## config.mk

```make
export PLATFORM = sky130hd
export DESIGN_NAME = button_conditioner_flat
export DESIGN_NICKNAME = d
export VERILOG_FILES = /design/src/rtl/simon_pkg.sv /design/src/rtl/button_conditioner_if.sv /design/src/rtl/debounce_cell.sv /design/src/rtl/button_conditioner.sv /design/src/flat_wrapper.sv
export SDC_FILE = /design/constraint.sdc
export NUM_CORES = 1
export LEC_CHECK = 0
export CELL_PAD_IN_SITES_DETAIL_PLACEMENT = 0
export CELL_PAD_IN_SITES_GLOBAL_PLACEMENT = 2
export CORE_MARGIN = 2
export CORE_UTILIZATION = 40
export DETAILED_ROUTE_END_ITERATION = 12
export MAX_ROUTING_LAYER = met4
export PLACE_DENSITY_LB_ADDON = 0.12
export REMOVE_ABC_BUFFERS = 1
export SYNTH_ARGS = -nofsm -noshare
export SYNTH_HDL_FRONTEND = slang
export SYNTH_SLANG_ARGS = --single-unit
export TNS_END_PERCENT = 5
```

## constraint.sdc

```tcl
create_clock -name clk -period 2.65 [get_ports clk]
set_input_delay 0.53 -clock clk [delete_from_list [all_inputs] [get_ports clk]]
set_output_delay 0.53 -clock clk [all_outputs]
set_load 0.05 [all_outputs]
```

## src/rtl/simon_pkg.sv

```systemverilog
// simon_pkg
// Shared constants and helpers for the player-input path.
//   NUM_BTNS            : number of physical push buttons
//   DEBOUNCE_CYCLES_DEF : default debounce hold time (5 ms at 100 MHz)
//   BTN_0..BTN_3        : button indices, identical to the decoder's encoding
//   db_state_t          : debounce cell state (stable low / stable high)
//   rise_count()        : number of set bits in a rise-event vector
package simon_pkg;

    localparam int NUM_BTNS            = 4;
    localparam int DEBOUNCE_CYCLES_DEF = 500000;

    localparam int BTN_0 = 0;
    localparam int BTN_1 = 1;
    localparam int BTN_2 = 2;
    localparam int BTN_3 = 3;

    typedef enum logic {
        STABLE_LO = 1'b0,
        STABLE_HI = 1'b1
    } db_state_t;

    function automatic logic [2:0] rise_count(input logic [NUM_BTNS-1:0] v);
        logic [2:0] n;
        n = '0;
        for (int i = 0; i < NUM_BTNS; i++) begin
            n = n + {2'b00, v[i]};
        end
        return n;
    endfunction

endpackage

```

## src/rtl/button_conditioner_if.sv

```systemverilog
// button_conditioner_if
// Groups the button-path signals between the pins/game logic and the
// conditioner.
//   btn_raw    : raw, asynchronous, active-high button levels
//   accept_en  : game is accepting player input
//   btn_pulse  : one-cycle one-hot press strobe (or all zero)
//   btn_held   : debounced button levels
//   press_drop : one-cycle strobe, a debounced press was discarded
// Modports: master = the side driving the buttons / consuming the results,
//           slave  = the conditioner itself.
interface button_conditioner_if;
    import simon_pkg::*;

    logic [NUM_BTNS-1:0] btn_raw;
    logic                accept_en;
    logic [NUM_BTNS-1:0] btn_pulse;
    logic [NUM_BTNS-1:0] btn_held;
    logic                press_drop;

    modport master (
        output btn_raw,
        output accept_en,
        input  btn_pulse,
        input  btn_held,
        input  press_drop
    );

    modport slave (
        input  btn_raw,
        input  accept_en,
        output btn_pulse,
        output btn_held,
        output press_drop
    );

endinterface

```

## src/rtl/debounce_cell.sv

```systemverilog
// debounce_cell
// One button: 2-flop synchroniser followed by a counter-based debouncer.
// The debounced level db only changes after the synchronised input has
// differed from it for DEBOUNCE_CYCLES consecutive cycles; any bounce back
// restarts the count.
//   clk, rst_n : clock, asynchronous active-low reset
//   raw        : raw button level (asynchronous to clk)
//   db         : debounced level
//   rise       : one-cycle strobe, registered alongside db going 0->1
module debounce_cell
    import simon_pkg::*;
#(
    parameter int DEBOUNCE_CYCLES = DEBOUNCE_CYCLES_DEF
) (
    input  logic clk,
    input  logic rst_n,
    input  logic raw,
    output logic db,
    output logic rise
);

    localparam int CNT_W = $clog2(DEBOUNCE_CYCLES + 1);
    localparam logic [CNT_W-1:0] CNT_LAST = CNT_W'(DEBOUNCE_CYCLES - 1);

    logic            sync_p0;
    logic            sync_p1;
    db_state_t       state;
    logic [CNT_W-1:0] cnt;

    assign db = (state == STABLE_HI);

    always_ff @(posedge clk or negedge rst_n) begin
        if (!rst_n) begin
            sync_p0 <= 1'b0;
            sync_p1 <= 1'b0;
            state   <= STABLE_LO;
            cnt     <= '0;
            rise    <= 1'b0;
        end else begin
            // synchroniser stage boundary
            sync_p0 <= raw;
            sync_p1 <= sync_p0;
            rise    <= 1'b0;
            if (sync_p1 == db) begin
                cnt <= '0;
            end else if (cnt == CNT_LAST) begin
                // counter never exceeds CNT_LAST, so it cannot wrap
                cnt <= '0;
                case (state)
                    STABLE_LO: begin
                        state <= STABLE_HI;
                        rise  <= 1'b1;
                    end
                    STABLE_HI: state <= STABLE_LO;
                    default:   state <= STABLE_LO;
                endcase
            end else begin
                cnt <= cnt + 1'b1;
            end
        end
    end

endmodule

```

## src/rtl/button_conditioner.sv

```systemverilog
// button_conditioner
// Synchronises and debounces NUM_BTNS raw buttons and turns single accepted
// rise events into one-hot press pulses. Chords (two or more rises in the
// same cycle) and presses while input is disabled are dropped and flagged.
//   clk   : system clock
//   rst_n : asynchronous active-low reset
//   bus   : button_conditioner_if.slave (btn_raw, accept_en in;
//           btn_pulse, btn_held, press_drop out)
// Build option: define BTN_LOCKOUT_EN to also drop a single press while any
// other button is already held.
module button_conditioner
    import simon_pkg::*;
#(
    parameter int DEBOUNCE_CYCLES = DEBOUNCE_CYCLES_DEF
) (
    input  logic                 clk,
    input  logic                 rst_n,
    button_conditioner_if.slave  bus
);

    logic [NUM_BTNS-1:0] db;
    logic [NUM_BTNS-1:0] rise;

    for (genvar i = 0; i < NUM_BTNS; i++) begin : g_cell
        debounce_cell #(
            .DEBOUNCE_CYCLES(DEBOUNCE_CYCLES)
        ) u_cell (
            .clk  (clk),
            .rst_n(rst_n),
            .raw  (bus.btn_raw[i]),
            .db   (db[i]),
            .rise (rise[i])
        );
    end

    logic [NUM_BTNS-1:0] held_p1;
    logic [NUM_BTNS-1:0] rise_p1;
    logic [NUM_BTNS-1:0] pulse_p2;
    logic                drop_p2;
    logic [NUM_BTNS-1:0] pulse_d;
    logic                drop_d;
    logic [2:0]          n_rise;

    assign n_rise = rise_count(rise_p1);

    // Rise events are judged together with the btn_held value that already
    // shows them, so accept_en and lockout see the same cycle as the event.
    always_comb begin
        pulse_d = '0;
        drop_d  = 1'b0;
        if (n_rise > 3'd1) begin
            drop_d = 1'b1;
        end else if (n_rise == 3'd1) begin
            if (!bus.accept_en) begin
                drop_d = 1'b1;
`ifdef BTN_LOCKOUT_EN
            end else if ((held_p1 & ~rise_p1) != '0) begin
                drop_d = 1'b1;
`endif
            end else begin
                pulse_d = rise_p1;
            end
        end
    end

    always_ff @(posedge clk or negedge rst_n) begin
        if (!rst_n) begin
            held_p1  <= '0;
            rise_p1  <= '0;
            pulse_p2 <= '0;
            drop_p2  <= 1'b0;
        end else begin
            // alignment stage: debounced levels and their rise strobes
            held_p1  <= db;
            rise_p1  <= rise;
            // output stage: registered acceptance decision
            pulse_p2 <= pulse_d;
            drop_p2  <= drop_d;
        end
    end

    assign bus.btn_held   = held_p1;
    assign bus.btn_pulse  = pulse_p2;
    assign bus.press_drop = drop_p2;

endmodule
```

## src/flat_wrapper.sv

```systemverilog
// flat-port wrapper written by rule: the top's interface ports become plain ports
module button_conditioner_flat import simon_pkg::*;
#(
    parameter int DEBOUNCE_CYCLES = DEBOUNCE_CYCLES_DEF
)
  (clk, rst_n, bus_btn_raw, bus_accept_en, bus_btn_pulse, bus_btn_held, bus_press_drop);
  button_conditioner_if bus_i ();
  input  logic clk;
  input  logic rst_n;
  input wire logic [$bits(bus_i.btn_raw)-1:0] bus_btn_raw;
  input wire logic [$bits(bus_i.accept_en)-1:0] bus_accept_en;
  output wire logic [$bits(bus_i.btn_pulse)-1:0] bus_btn_pulse;
  output wire logic [$bits(bus_i.btn_held)-1:0] bus_btn_held;
  output wire logic [$bits(bus_i.press_drop)-1:0] bus_press_drop;
  assign bus_i.btn_raw = bus_btn_raw;
  assign bus_i.accept_en = bus_accept_en;
  assign bus_btn_pulse = bus_i.btn_pulse;
  assign bus_btn_held = bus_i.btn_held;
  assign bus_press_drop = bus_i.press_drop;
  button_conditioner #(.DEBOUNCE_CYCLES(DEBOUNCE_CYCLES)) u_core (.clk(clk), .rst_n(rst_n), .bus(bus_i));
endmodule
```

==> out/results.tsv <==
metric	value	unit
worst hold-check path type	input pin to asynchronous set/reset pin	
Total Die Area	0.0128	mm2
Post-CTS Setup Bufs	0	
max-cap violations	0	
Detailed Routing Iterations Pass 1	4	
Finished Layout Cells	621	
num rows	39	
worst skew pair latency	0.35	ns
CP required	2.93	ns
Max Freq	0.470	GHz
WHS	0.176	ns
commonest non-fill, non-tap cell in the layout	dfrtp_1	
peak supply drop	0.000486	V
cell taking the most area after synthesis	dfrtp_1	
Final setup viols	0	
Crit Path Class	flop to flop	
initial DRC count	156	
number of global-route vias before repair	3300	
fin crit share	0.804	
FF-to-FF setup slack	0.52	ns
Syn Area/Cell	10.6	um2
Routed WL	8850	um
setup tns final	0	ns
Mapped Cells	446	
I/O pins	16	
Hold Fails Final Rpt	0	
DR DRC count	0	
Routed Antenna Nets	0	
clk root buf	clkbuf_16	
Synth cell types	39	
drt via density	5.22	
Antenna Cells	0	
worst-path maximum fanout	4	
starting density of the core	0.412	
placed cells	605	
Via Count	3239	
Worst setup EP type	flop	
main area contributors after synthesis	dfrtp_1 55%, xnor2_1 6.5%, nor2_1 5.1%	
Slew Limit Fails	0	
outcome	completed	
initial antenna violation count	0	
DP HPWL	6110	um
DP Area	0.00513	mm2
skew final	0.00935	ns
Max clock buf depth	2	
hold buffer count at cts	0	
WP data arrival	2.41	ns
post-synthesis cell area	0.00475	mm2
Final Power	3.09	mW
Core Area	0.0115	mm2
CTS clk-pin slew, worst paths	0.07	ns
startpoint type of the worst setup path	flop	
total overflow reported by the global router	0	
post_cts resized	0	
IO buf count	15	
final layout net count	488	
first-pass GRT wire length	15900	um
RSZ-0062 raised after global routing	no	
TritonCTS Buffers	9	
commonest non-fill, non-tap cells in the layout	105 x dfrtp_1, 64 x nor2_1, 35 x xnor2_1	
post-synthesis sequential area ratio	0.554	
Yosys top cell area share	0.554	
Die Width	113	um
final RePlAce weighted congestion	0.821	
DR WL/cell	14.2	um
post-layout min period	2.13	ns
worst slew pin tran	0.631	ns
layout cell share with drive strength beyond 1	0.0858	
Die Span Y	113	um
TritonCTS clock tree	done	
Async SR Flop Fraction	1.00	
LEAKAGE	2.21	nW
total clock sinks	105	
Area Growth Syn to Fin	14.4	%
total track usage	0.161	
Cell Pwr Density	570	mW/mm2
Seq cells post-synth	105	
Slew HR	0.575	
Register-to-Register Path Depth	6	
largest net degree at the start of global routing	45	
Design Area, Final	0.00543	mm2
CTS H-Tree Depth	3	
reg-to-reg endpoint	u_core.bus.btn_pulse[2]$_DFF_PN0_	
Critical R2R Launch	u_core.rise_p1[0]$_DFF_PN0_	
synth warn	0	
number of synthesized flops with an enable pin	0	
Synth Flop Type	dfrtp_1	
critical path, stage by stage, from the launching register on:
cell	delay [ns]
dfrtp_1	0.38
ha_1	0.31
fa_1	0.39
inv_1	0.07
ha_1	0.23
nor4_1	0.48
and2_1	0.20
sequential cells by signal (all words and copies together) (netlist names):
name and cells:
u_core.g_cell.u_cell.sync_p0 4, u_core.g_cell.u_cell.cnt 76, u_core.g_cell.u_cell.db 4, u_core.g_cell.u_cell.sync_p1 4
u_core.bus.press_drop 1, u_core.g_cell.u_cell.rise 4, u_core.rise_p1 4, u_core.bus.btn_pulse 4
u_core.bus.btn_held 4
layout make-up:
cell class / instances / area (um2)
Multi-Input combinational cell: 316 / 2020
Fill cell: 1066 / 6090
Timing Repair Buffer: 26 / 243
Sequential cell: 105 / 2630
Tap cell: 143 / 179
Clock inverter: 4 / 52.6
Inverter: 15 / 56.3
Clock buffer: 12 / 246
cell families after synthesis:
logic type,count (synthesis),synth area share
DFF,105,0.554
and+or+nand+nor,212,0.240
buffers and inverters,25,0.0200
AOI/OAI and AO/OA,36,0.0509
muxes,4,0.00949
adders and majority gates,8,0.0227
xor gates and xnor gates,56,0.103
metal layers:
layer  global-route usage  routed length, um
met3               0.0514                353
met5                    -                  0
met4               0.0528                151
met2                0.240               4030
met1                0.211               4310
worst max-delay path by stage:
| stage | from | end | slack [ns] | cells past startpoint |
|---|---|---|---|---|
| after floorplan | u_core.g_cell[0].u_cell.cnt[14]$_DFF_PN0_ | u_core.g_cell[0].u_cell.cnt[10]$_DFF_PN0_ | 0.70 | 4 |
| after global placement | u_core.rise_p1[0]$_DFF_PN0_ | u_core.bus.btn_pulse[1]$_DFF_PN0_ | 0.61 | 6 |
| after detailed placement | u_core.rise_p1[0]$_DFF_PN0_ | u_core.bus.btn_pulse[2]$_DFF_PN0_ | 0.53 | 6 |
| after CTS | u_core.rise_p1[0]$_DFF_PN0_ | u_core.bus.btn_pulse[2]$_DFF_PN0_ | 0.50 | 6 |
| after global routing | u_core.rise_p1[0]$_DFF_PN0_ | u_core.bus.btn_pulse[3]$_DFF_PN0_ | 0.30 | 6 |
| final | u_core.rise_p1[0]$_DFF_PN0_ | u_core.bus.btn_pulse[2]$_DFF_PN0_ | 0.52 | 6 |
Yosys cell counts (all sizes together), types with 8 or more instances:
library cell	number
dfrtp	105
nor2	64
xnor2	35
nand3	25
nand4	25
nand2	21
xor2	21
a21oi	16
inv	15
nor4	15
or4	11
clkbuf	9
nor3	9
or3	8
power by group:
group | internal [mW] | switching [mW]
registers | 1.62 | 0.0208
logic | 0.0380 | 0.0665
clock network | 0.759 | 0.586
total | 2.42 | 0.673
through the flow:
step | worst slack (ns) | utilization
after floorplan | 0.702 | -
after global placement | 0.611 | 0.445
after detailed placement | 0.531 | 0.445
after CTS | 0.500 | 0.471
after global routing | 0.295 | 0.471
final | 0.521 | 0.471
Power figures use the tool's default switching activity.
